**src/rtl/stall_ctrl_pkg.sv**
```systemverilog
// Shared pipeline package for the stall controller.
// Contents:
//   stall_state_e    - controller FSM states (RUN, MEM_WAIT)
//   MAX_WAIT_DEFAULT - default consecutive MEM_WAIT cycles before an SRAM timeout
//   CNT_W_DEFAULT    - default width of the performance counters
//   wait_cnt_width() - bits needed for a wait counter that counts 0 .. max_wait-1
package stall_ctrl_pkg;

    typedef enum logic [0:0] {
        RUN      = 1'b0,
        MEM_WAIT = 1'b1
    } stall_state_e;

    localparam int unsigned MAX_WAIT_DEFAULT = 15;
    localparam int unsigned CNT_W_DEFAULT    = 16;

    // The wait counter never holds MAX_WAIT itself: the timeout fires while it
    // still reads MAX_WAIT-1, so $clog2(max_wait) bits are enough.
    function automatic int unsigned wait_cnt_width(input int unsigned max_wait);
        return (max_wait <= 2) ? 1 : $clog2(max_wait);
    endfunction

endpackage

```
**src/rtl/stall_ctrl_sat_counter.sv**
```systemverilog
// Saturating up-counter used for the stall controller performance counters.
// Ports:
//   clk   - clock, rising edge
//   clear - synchronous clear, has priority over inc
//   inc   - add one this cycle, unless already at the all-ones maximum
//   count - current count value
module sat_counter #(
    parameter int unsigned WIDTH = 16
) (
    input  logic             clk,
    input  logic             clear,
    input  logic             inc,
    output logic [WIDTH-1:0] count
);

    always_ff @(posedge clk) begin
        if (clear) begin
            count <= '0;
        end else if (inc && (count != {WIDTH{1'b1}})) begin
            count <= count + WIDTH'(1);
        end
    end

endmodule

```
**src/rtl/stall_ctrl.sv**
```systemverilog
// Pipeline stall/flush controller.
// Arbitrates memory stalls, taken-branch flushes and data-hazard stalls, and
// keeps sticky SRAM-timeout status plus two saturating performance counters.
// Ports:
//   clk, rst          - clock and synchronous active-high reset
//   hazard            - data-hazard request from ID
//   branch_taken_EXE  - branch resolved taken in EXE
//   mem_req_MEM       - MEM stage needs SRAM this cycle
//   sram_ready        - SRAM access complete
//   freeze_PC         - hold PC
//   freeze_IF_ID      - hold IF/ID
//   flush_IF_ID       - clear IF/ID to NOP
//   bubble_ID_EXE     - load NOP into ID/EXE
//   freeze_all        - hold ID/EXE, EXE/MEM, MEM/WB
//   timeout_err       - sticky SRAM timeout flag
//   stall_cycles      - saturating count of cycles with freeze_PC or freeze_all
//   flush_count       - saturating count of cycles with flush_IF_ID
module stall_ctrl
    import stall_ctrl_pkg::*;
#(
    parameter int unsigned MAX_WAIT = MAX_WAIT_DEFAULT,
    parameter int unsigned CNT_W    = CNT_W_DEFAULT
) (
    input  logic             clk,
    input  logic             rst,
    input  logic             hazard,
    input  logic             branch_taken_EXE,
    input  logic             mem_req_MEM,
    input  logic             sram_ready,
    output logic             freeze_PC,
    output logic             freeze_IF_ID,
    output logic             flush_IF_ID,
    output logic             bubble_ID_EXE,
    output logic             freeze_all,
    output logic             timeout_err,
    output logic [CNT_W-1:0] stall_cycles,
    output logic [CNT_W-1:0] flush_count
);

    localparam int unsigned     WAIT_W    = wait_cnt_width(MAX_WAIT);
    localparam logic [WAIT_W-1:0] WAIT_LAST = WAIT_W'(MAX_WAIT - 1);

    stall_state_e      state_q;
    logic [WAIT_W-1:0] wait_cnt_q;
    logic              timeout_q;
    logic              mem_stall;

    // Control outputs: memory stall first, then branch flush, then hazard stall.
    always_comb begin
        mem_stall = 1'b0;
        case (state_q)
            RUN:      mem_stall = mem_req_MEM && !sram_ready;
            MEM_WAIT: mem_stall = !sram_ready;
            default:  mem_stall = 1'b0;
        endcase

        freeze_all    = mem_stall;
        freeze_PC     = mem_stall || (!branch_taken_EXE && hazard);
        freeze_IF_ID  = mem_stall || (!branch_taken_EXE && hazard);
        flush_IF_ID   = !mem_stall && branch_taken_EXE;
        bubble_ID_EXE = !mem_stall && (branch_taken_EXE || hazard);
    end

    always_ff @(posedge clk) begin
        if (rst) begin
            state_q    <= RUN;
            wait_cnt_q <= '0;
            timeout_q  <= 1'b0;
        end else begin
            case (state_q)
                RUN: begin
                    wait_cnt_q <= '0;
                    if (mem_req_MEM && !sram_ready) begin
                        state_q <= MEM_WAIT;
                    end
                end
                MEM_WAIT: begin
                    if (sram_ready) begin
                        state_q    <= RUN;
                        wait_cnt_q <= '0;
                    end else if (wait_cnt_q == WAIT_LAST) begin
                        // MAX_WAIT-th consecutive wait cycle without ready: give up.
                        state_q    <= RUN;
                        wait_cnt_q <= '0;
                        timeout_q  <= 1'b1;
                    end else begin
                        wait_cnt_q <= wait_cnt_q + WAIT_W'(1);
                    end
                end
                default: begin
                    state_q    <= RUN;
                    wait_cnt_q <= '0;
                end
            endcase
        end
    end

    assign timeout_err = timeout_q;

    sat_counter #(
        .WIDTH (CNT_W)
    ) u_stall_cnt (
        .clk   (clk),
        .clear (rst),
        .inc   (freeze_PC || freeze_all),
        .count (stall_cycles)
    );

    sat_counter #(
        .WIDTH (CNT_W)
    ) u_flush_cnt (
        .clk   (clk),
        .clear (rst),
        .inc   (flush_IF_ID),
        .count (flush_count)
    );

endmodule

```
**config.mk**
```make
export PLATFORM = sky130hd
export DESIGN_NAME = stall_ctrl
export DESIGN_NICKNAME = d
export VERILOG_FILES = /design/src/rtl/stall_ctrl_pkg.sv /design/src/rtl/stall_ctrl_sat_counter.sv /design/src/rtl/stall_ctrl.sv
export SDC_FILE = /design/constraint.sdc
export NUM_CORES = 1
export LEC_CHECK = 0
export BUFFER_PORTS_ARGS = -buffer_cell sky130_fd_sc_hd__buf_2
export CORE_MARGIN = 2
export CORE_UTILIZATION = 54
export DETAILED_ROUTE_END_ITERATION = 6
export PLACE_DENSITY = 0.79
export SKIP_LAST_GASP = 1
export SYNTH_ARGS = -nofsm -noshare
export SYNTH_HDL_FRONTEND = slang
export SYNTH_SLANG_ARGS = --single-unit
```
**constraint.sdc**
```tcl
create_clock -name clk -period 2.7 [get_ports clk]
set_clock_uncertainty 0.2 [all_clocks]
set_input_delay 0.675 -clock clk [delete_from_list [all_inputs] [get_ports clk]]
set_output_delay 0.675 -clock clk [all_outputs]
set_load 0.05 [all_outputs]
```
==> results of run 1 <==
power by group through the flow:
stage / logic (W) / clock network, W / registers, W
global placement: 0.000102 / 0 / 0.000586
CTS: 0.000104 / 0.000410 / 0.000573
global route: 0.000111 / 0.000447 / 0.000574
floorplan: 0.0000589 / 0 / 0.000602
finish: 0.000104 / 0.000406 / 0.000573
detailed placement: 0.000103 / 0 / 0.000586
layer usage:
| layer | wire (um) | track usage [%] |
|---|---|---|
| met4 | 82 | 8.24 |
| met1 | 2170 | 30.6 |
| met2 | 2130 | 36.0 |
| met5 | 0 | 0 |
| met3 | 204 | 5.73 |
worst paths after layout:
path                              from                    to  slack [ns]
setup / recovery           mem_req_MEM             freeze_PC        0.29
setup reg to reg  u_flush_cnt.count[0]  u_flush_cnt.count[5]        0.57
hold / removal           wait_cnt_q[0]         wait_cnt_q[0]        0.26
hold reg to reg          wait_cnt_q[0]         wait_cnt_q[0]        0.26
sequential cells by signal, summed over array words and instances, names as in the netlist:
signal / flops
u_flush_cnt.count: 16
u_stall_cnt.count: 16
wait_cnt_q: 4
state_q: 1
timeout_err: 1
worst reg2reg max path, stage by stage (launching register included):
cell	delay (ns)
dfxtp_1	0.40
ha_1	0.22
nand4_2	0.20
nor4_4	0.53
buf_4	0.25
nor4_1	0.06
o21a_1	0.17
cells in the mapped netlist, drive strengths merged (2+ instances only):
master	n	area (sq um)
a21oi	25	125
and2	3	18.8
and3	4	25.0
and4	3	26.3
buf	4	21.3
clkbuf	6	22.5
dfxtp	38	761
ha	4	50.1
inv	8	32.5
mux2	3	33.8
nand2	8	30.0
nand3	15	75.1
nand4	12	87.6
nor2	16	60.1
nor2b	4	25.0
nor3	4	20.0
nor4	4	40.0
o211ai	2	15.0
o21ai	11	55.1
o31ai	15	113
o41ai	3	26.3
or3	7	43.8
or4	15	113
or4b	2	23.8
cells in the final DEF, fill, tap and decap left out, types with 2 or more instances in the layout:
cell	count
o21ai_0	11
o41ai_1	3
nand4_1	10
nor2_1	16
a21oi_1	25
inv_1	6
ha_1	4
or4_1	15
o31ai_1	15
nand2_1	8
and2_1	3
nand4_2	2
and3_1	4
dfxtp_1	38
nor4_1	3
and4_1	3
mux2_2	3
o211ai_1	2
buf_2	43
or3_1	7
clkbuf_8	6
nor2b_1	4
nand3_1	15
buf_4	8
nor3_1	4
final cells by class:
type	count	area (sq um)
timing repair buffer	51	275
sequential	38	761
tap	48	60.1
clock inverter	1	5.00
clock buffer	7	86.3
fill	320	1230
inverter	8	32.5
multi-input combinational	176	1160
logic make-up after synthesis:
| kind of cell | Yosys count | synth area share [%] |
|---|---|---|
| fa+ha+maj | 4 | 2.51 |
| compound gates | 65 | 21.7 |
| buf+inv | 18 | 3.82 |
| simple gates | 102 | 31.3 |
| xor+xnor | 2 | 0.878 |
| flops | 38 | 38.1 |
| mux | 3 | 1.69 |
metrics by stage:
step	util (%)	hold WS (ns)	setup slack, ns
2_1_floorplan	-	0.230	0.0110
3_3_place_gp	63.4	0.246	0.292
3_5_place_dp	63.4	0.257	0.294
4_1_cts	66.0	0.273	0.289
5_1_grt	66.0	0.300	0.236
6_report	66.0	0.265	0.285
==> summary.md, run 1 <==
| Metric | Value |
|---|---|
| Outcome | `completed` |
| Cell count after synthesis | `232` |
| First-pass GRT wire length | `7530 um` |
| Maximum clock rate | `0.414 GHz` |
| Worst-margin pin slew | `0.489 ns` |
| Final Hold Fails | `0` |
| Post-CTS Setup Inserts | `0` |
| Final Cell Area | `2380 sq um` |
| Critical Path RT | `1.82 ns` |
| Delay of the slowest critical-path stage | `0.22 ns` |
| Cell Area, Synth | `2000 sq um` |
| Worst-Skew Late Latency | `0.29 ns` |
| Die ar. | `4200 sq um` |
| H-tree depth | `2` |
| Total negative slack | `0 ns` |
| RSZ-0062 raised after global routing | `no` |
| Clock Power Share | `37.5%` |
| Clk sinks | `38` |
| Total track usage | `23.0%` |
| Fin nets | `290` |
| Hold path depth | `1` |
| Row count | `22` |
| Remaining global-route overflow | `0` |
| PnR Total Power | `0.00108 W` |
| Comb power frac | `9.6%` |
| Cells along the critical path | `buf_2 -> o21bai_4 -> inv_4 -> nor2_1 -> inv_2 -> buf_2` |
| Pre-antenna DRT Iters | `4` |
| Core area | `3610 sq um` |
| CTS tree | `built` |
| Vias in the first global route | `1691` |
| Leak pwr | `0.928 nW` |
| DR vias/cell | `6.03` |
| Final period demand of the worst path | `2.41 ns` |
| I/O pins | `44` |
| CP top delay family | `buffers and inverters` |
| Setup crit end kind | `primary output` |
| Synth-to-Final Area Change | `19.2%` |
| Inst Count DP | `321` |
| Ys flop type | `dfxtp_1` |
| DP Area | `2290 sq um` |
| Pwr per Cell Area | `455 nW/um^2` |
| Pin count of the biggest net entering global routing | `16` |
| Mean post-synth cell area | `8.60 sq um` |
| Post-synth EDFFs | `0` |
| Initial DRC Count | `118` |
| Asr flop ratio synth | `0%` |
| Register area share after synthesis | `38.1%` |
| Max Cap Viol | `0` |
| Syn_nets | `242` |
| Max VDD drop | `0.246 mV` |
| Die X | `64.8 um` |
| Non-Filler Instances | `329` |
| Switch share | `26.1%` |
| Post-Route WL | `4590 um` |
| DPL Wire Length | `3320 um` |
| Global placer's final weighted congestion | `0.833` |
| CP startpoint kind | `input port` |
| Clk root buf | `clkbuf_8` |
| Internal power | `0.000800 W` |
| Part of the power in registers | `52.9%` |
| Final Max Slew Viols | `0` |
| IO Port Bufs | `43` |
| Antenna violations before repair | `0` |
| Most common cell on crit path | `buf_2` |
| Chip height | `64.8 um` |
| Fraction of layout cells with a size suffix above 1 | `26.0%` |
| Max Root-Sink Buffers | `2` |
| Initial core utilization | `55.3%` |
| Critical Path Slowest Stage Cell | `o21bai_4` |
| Drt wl/cell | `13.9 um` |
| Worst slew margin | `67.1%` |
| Count of different cell masters after synthesis | `46` |
| Setup Crit Path Kind | `input port to primary output` |
| Psw | `0.000283 W` |
| #FFs+latches synth | `38` |
| Worst path depth | `6` |
| Yosys warning count | `0` |
| Post-DRT Antenna Nets | `0` |
| TritonCTS Buffers | `5` |
| # diodes | `0` |
| Critical Path Fanout Max | `7` |
| Clock transition at path regs | `0.07 ns` |
| Period utilization | `89.4%` |
| Setup violators final | `0` |
| Worst R2R Path Depth | `6` |
| WP data arrival | `1.54 ns` |
| Routed via count | `1983` |
| Number of gates resized after cts | `0` |
| HP Class | `flop to flop` |
| DRC errors left | `0` |
| Post-CTS Hold Buffers | `0` |
| WP buf/inv | `4` |
Note: power is estimated with default switching activity, not from simulation.
==> inputs of run 2 (changes only) <==
--- a/config.mk
+++ b/config.mk
@@ -7,9 +7,8 @@
 export LEC_CHECK = 0
 export BUFFER_PORTS_ARGS = -buffer_cell sky130_fd_sc_hd__buf_2
 export CORE_MARGIN = 2
-export CORE_UTILIZATION = 54
+export CORE_UTILIZATION = 40
 export DETAILED_ROUTE_END_ITERATION = 6
-export PLACE_DENSITY = 0.79
 export SKIP_LAST_GASP = 1
 export SYNTH_ARGS = -nofsm -noshare
 export SYNTH_HDL_FRONTEND = slang
==> constraint.sdc (replaced) <==
create_clock -name clk -period 2.9 [get_ports clk]
set_clock_uncertainty 0.2 [all_clocks]
set_input_delay 0.725 -clock clk [delete_from_list [all_inputs] [get_ports clk]]
set_output_delay 0.725 -clock clk [all_outputs]
set_load 0.05 [all_outputs]
==> summary.md, run 2 (same netlist as run 1, synthesis figures left out) <==
| Metric | Value |
|---|---|
| Outcome | `completed (unchanged)` |
| Commonest cells after routing, fill and taps aside | `buf_2 (43), dfxtp_1 (38), a21oi_1 (25) (unchanged)` |
| Vias in the first global route | `1630 (was 1691)` |
| Antenna violations before repair | `0 (unchanged)` |
| Fin nets | `289 (was 290)` |
| Max VDD drop | `0.240 mV (was 0.246 mV)` |
| Worst slew margin | `65.9% (was 67.1%)` |
| Max Root-Sink Buffers | `2 (unchanged)` |
| Post-Route WL | `4780 um (was 4590 um)` |
| CTS tree | `built (unchanged)` |
| Remaining global-route overflow | `0 (unchanged)` |
| Worst-margin pin slew | `0.507 ns (was 0.489 ns)` |
| Clk sinks | `38 (unchanged)` |
| Delay of the slowest critical-path stage | `0.22 ns (about the same)` |
| Initial core utilization | `42.0% (was 55.3%)` |
| Pwr per Cell Area | `487 nW/um^2 (was 455 nW/um^2)` |
| DPL Wire Length | `3500 um (was 3320 um)` |
| Worst-Skew Late Latency | `0.29 ns (about the same)` |
| Pre-antenna DRT Iters | `4 (unchanged)` |
| Leak pwr | `0.946 nW (was 0.928 nW)` |
| Setup violators final | `0 (unchanged)` |
| Critical Path Fanout Max | `7 (unchanged)` |
| Drt wl/cell | `13.8 um (was 13.9 um)` |
| Max Cap Viol | `0 (unchanged)` |
| Final period demand of the worst path | `2.52 ns` |
| Regs by FF count | `u_flush_cnt.count (16), u_stall_cnt.count (16), wait_cnt_q (4) (unchanged)` |
| Clock transition at path regs | `0.08 ns (was 0.07 ns)` |
| Fraction of layout cells with a size suffix above 1 | `26.1% (was 26.0%)` |
| Final Max Slew Viols | `0 (unchanged)` |
| PnR Total Power | `0.00119 W (was 0.00108 W)` |
| Global placer's final weighted congestion | `0.813 (was 0.833)` |
| Clk root buf | `clkbuf_8 (unchanged)` |
| Post-CTS Setup Inserts | `0 (unchanged)` |
| H-tree depth | `2 (unchanged)` |
| # diodes | `0 (unchanged)` |
| Die X | `74.6 um (was 64.8 um)` |
| Setup slack, reg-to-reg | `0.77 ns (was 0.57 ns)` |
| Period utilization | `86.8%` |
| TritonCTS Buffers | `5 (unchanged)` |
| HP Class | `flop to flop (unchanged)` |
| Critical Path Slowest Stage Cell | `o21bai_4 (unchanged)` |
| Setup crit end kind | `primary output (unchanged)` |
| Die ar. | `5570 sq um (was 4200 sq um)` |
| IO Port Bufs | `43 (unchanged)` |
| Post-DRT Antenna Nets | `0 (unchanged)` |
| I/O pins | `44 (unchanged)` |
| Cells along the critical path | `buf_2 -> o21bai_4 -> inv_4 -> nor2_1 -> inv_2 -> buf_2 (unchanged)` |
| Initial DRC Count | `87 (was 118)` |
| RSZ-0062 raised after global routing | `no (unchanged)` |
| Setup Crit Path Kind | `input port to primary output (unchanged)` |
| Total negative slack | `0 ns (unchanged)` |
| Synth-to-Final Area Change | `22.6% (was 19.2%)` |
| Pin count of the biggest net entering global routing | `16 (unchanged)` |
| DR vias/cell | `5.63 (was 6.03)` |
| CP startpoint kind | `input port (unchanged)` |
| Maximum clock rate | `0.397 GHz` |
| Most common cell after layout, fill and taps aside | `buf_2 (unchanged)` |
| Core area | `4750 sq um (was 3610 sq um)` |
| DRC errors left | `0 (unchanged)` |
| Final Hold Fails | `0 (unchanged)` |
| First-pass GRT wire length | `7790 um (was 7530 um)` |
| Total track usage | `18.0% (was 23.0%)` |
| Number of gates resized after cts | `0 (unchanged)` |
| Post-CTS Hold Buffers | `0 (unchanged)` |
| Most common cell on crit path | `buf_2 (unchanged)` |
| Routed via count | `1955 (was 1983)` |
| WP data arrival | `1.59 ns (was 1.54 ns)` |
| Chip height | `74.6 um (was 64.8 um)` |
| Row count | `25 (was 22)` |
| Critical Path RT | `1.98 ns (was 1.82 ns)` |
## run 2: report_power, final
group          internal [W]  total (W)  leakage (nW)  switching, W
clock network      0.000367   0.000563        0.0714      0.000196
registers          0.000527   0.000534         0.307    0.00000684
logic             0.0000254  0.0000951         0.568     0.0000697
## run 2: cell type report
type                       count  area, sq um
fill                         472         2310
multi-input combinational    176         1160
sequential                    38          761
timing repair buffer          50          268
tap                           67         83.8
clock buffer                   6         82.6
clock inverter                 2         60.1
inverter                       8         32.5
## run 2: worst paths after layout
kind / endpoint / startpoint / depth (start not counted)
min reg2reg: wait_cnt_q[0] / wait_cnt_q[0] / 1
max: freeze_IF_ID / mem_req_MEM / 6
max reg2reg: u_flush_cnt.count[5] / u_flush_cnt.count[0] / 6
min: wait_cnt_q[0] / wait_cnt_q[0] / 1
## run 2: metal layers
layer,up-vias,part of all wire [%],global-route usage [%]
met3,6,4.8,4.69
met1,917,50,25.5
li1,990,-,-
met2,42,44,27.2
met4,0,1.2,5.16
met5,-,0,0
## run 2: worst max-delay path: cells and delay by family
| family | cells | cell delay, ns |
|---|---|---|
| compound gates | 1 | 0.22 |
| buf+inv | 4 | 0.46 |
| simple gates | 1 | 0.19 |
## run 2: metrics by stage
| step | setup slack, ns | instances | area (sq um) | hold WS (ns) | utilization, % |
|---|---|---|---|---|---|
| floorplan | 0.111 | 232 | 2000 | 0.230 | - |
| global placement | 0.381 | 339 | 2300 | 0.247 | 48.4 |
| detailed placement | 0.377 | 339 | 2300 | 0.254 | 48.4 |
| CTS | 0.374 | 347 | 2450 | 0.273 | 51.4 |
| global route | 0.308 | 347 | 2450 | 0.291 | 51.4 |
| finish | 0.382 | 347 | 2450 | 0.265 | 51.4 |
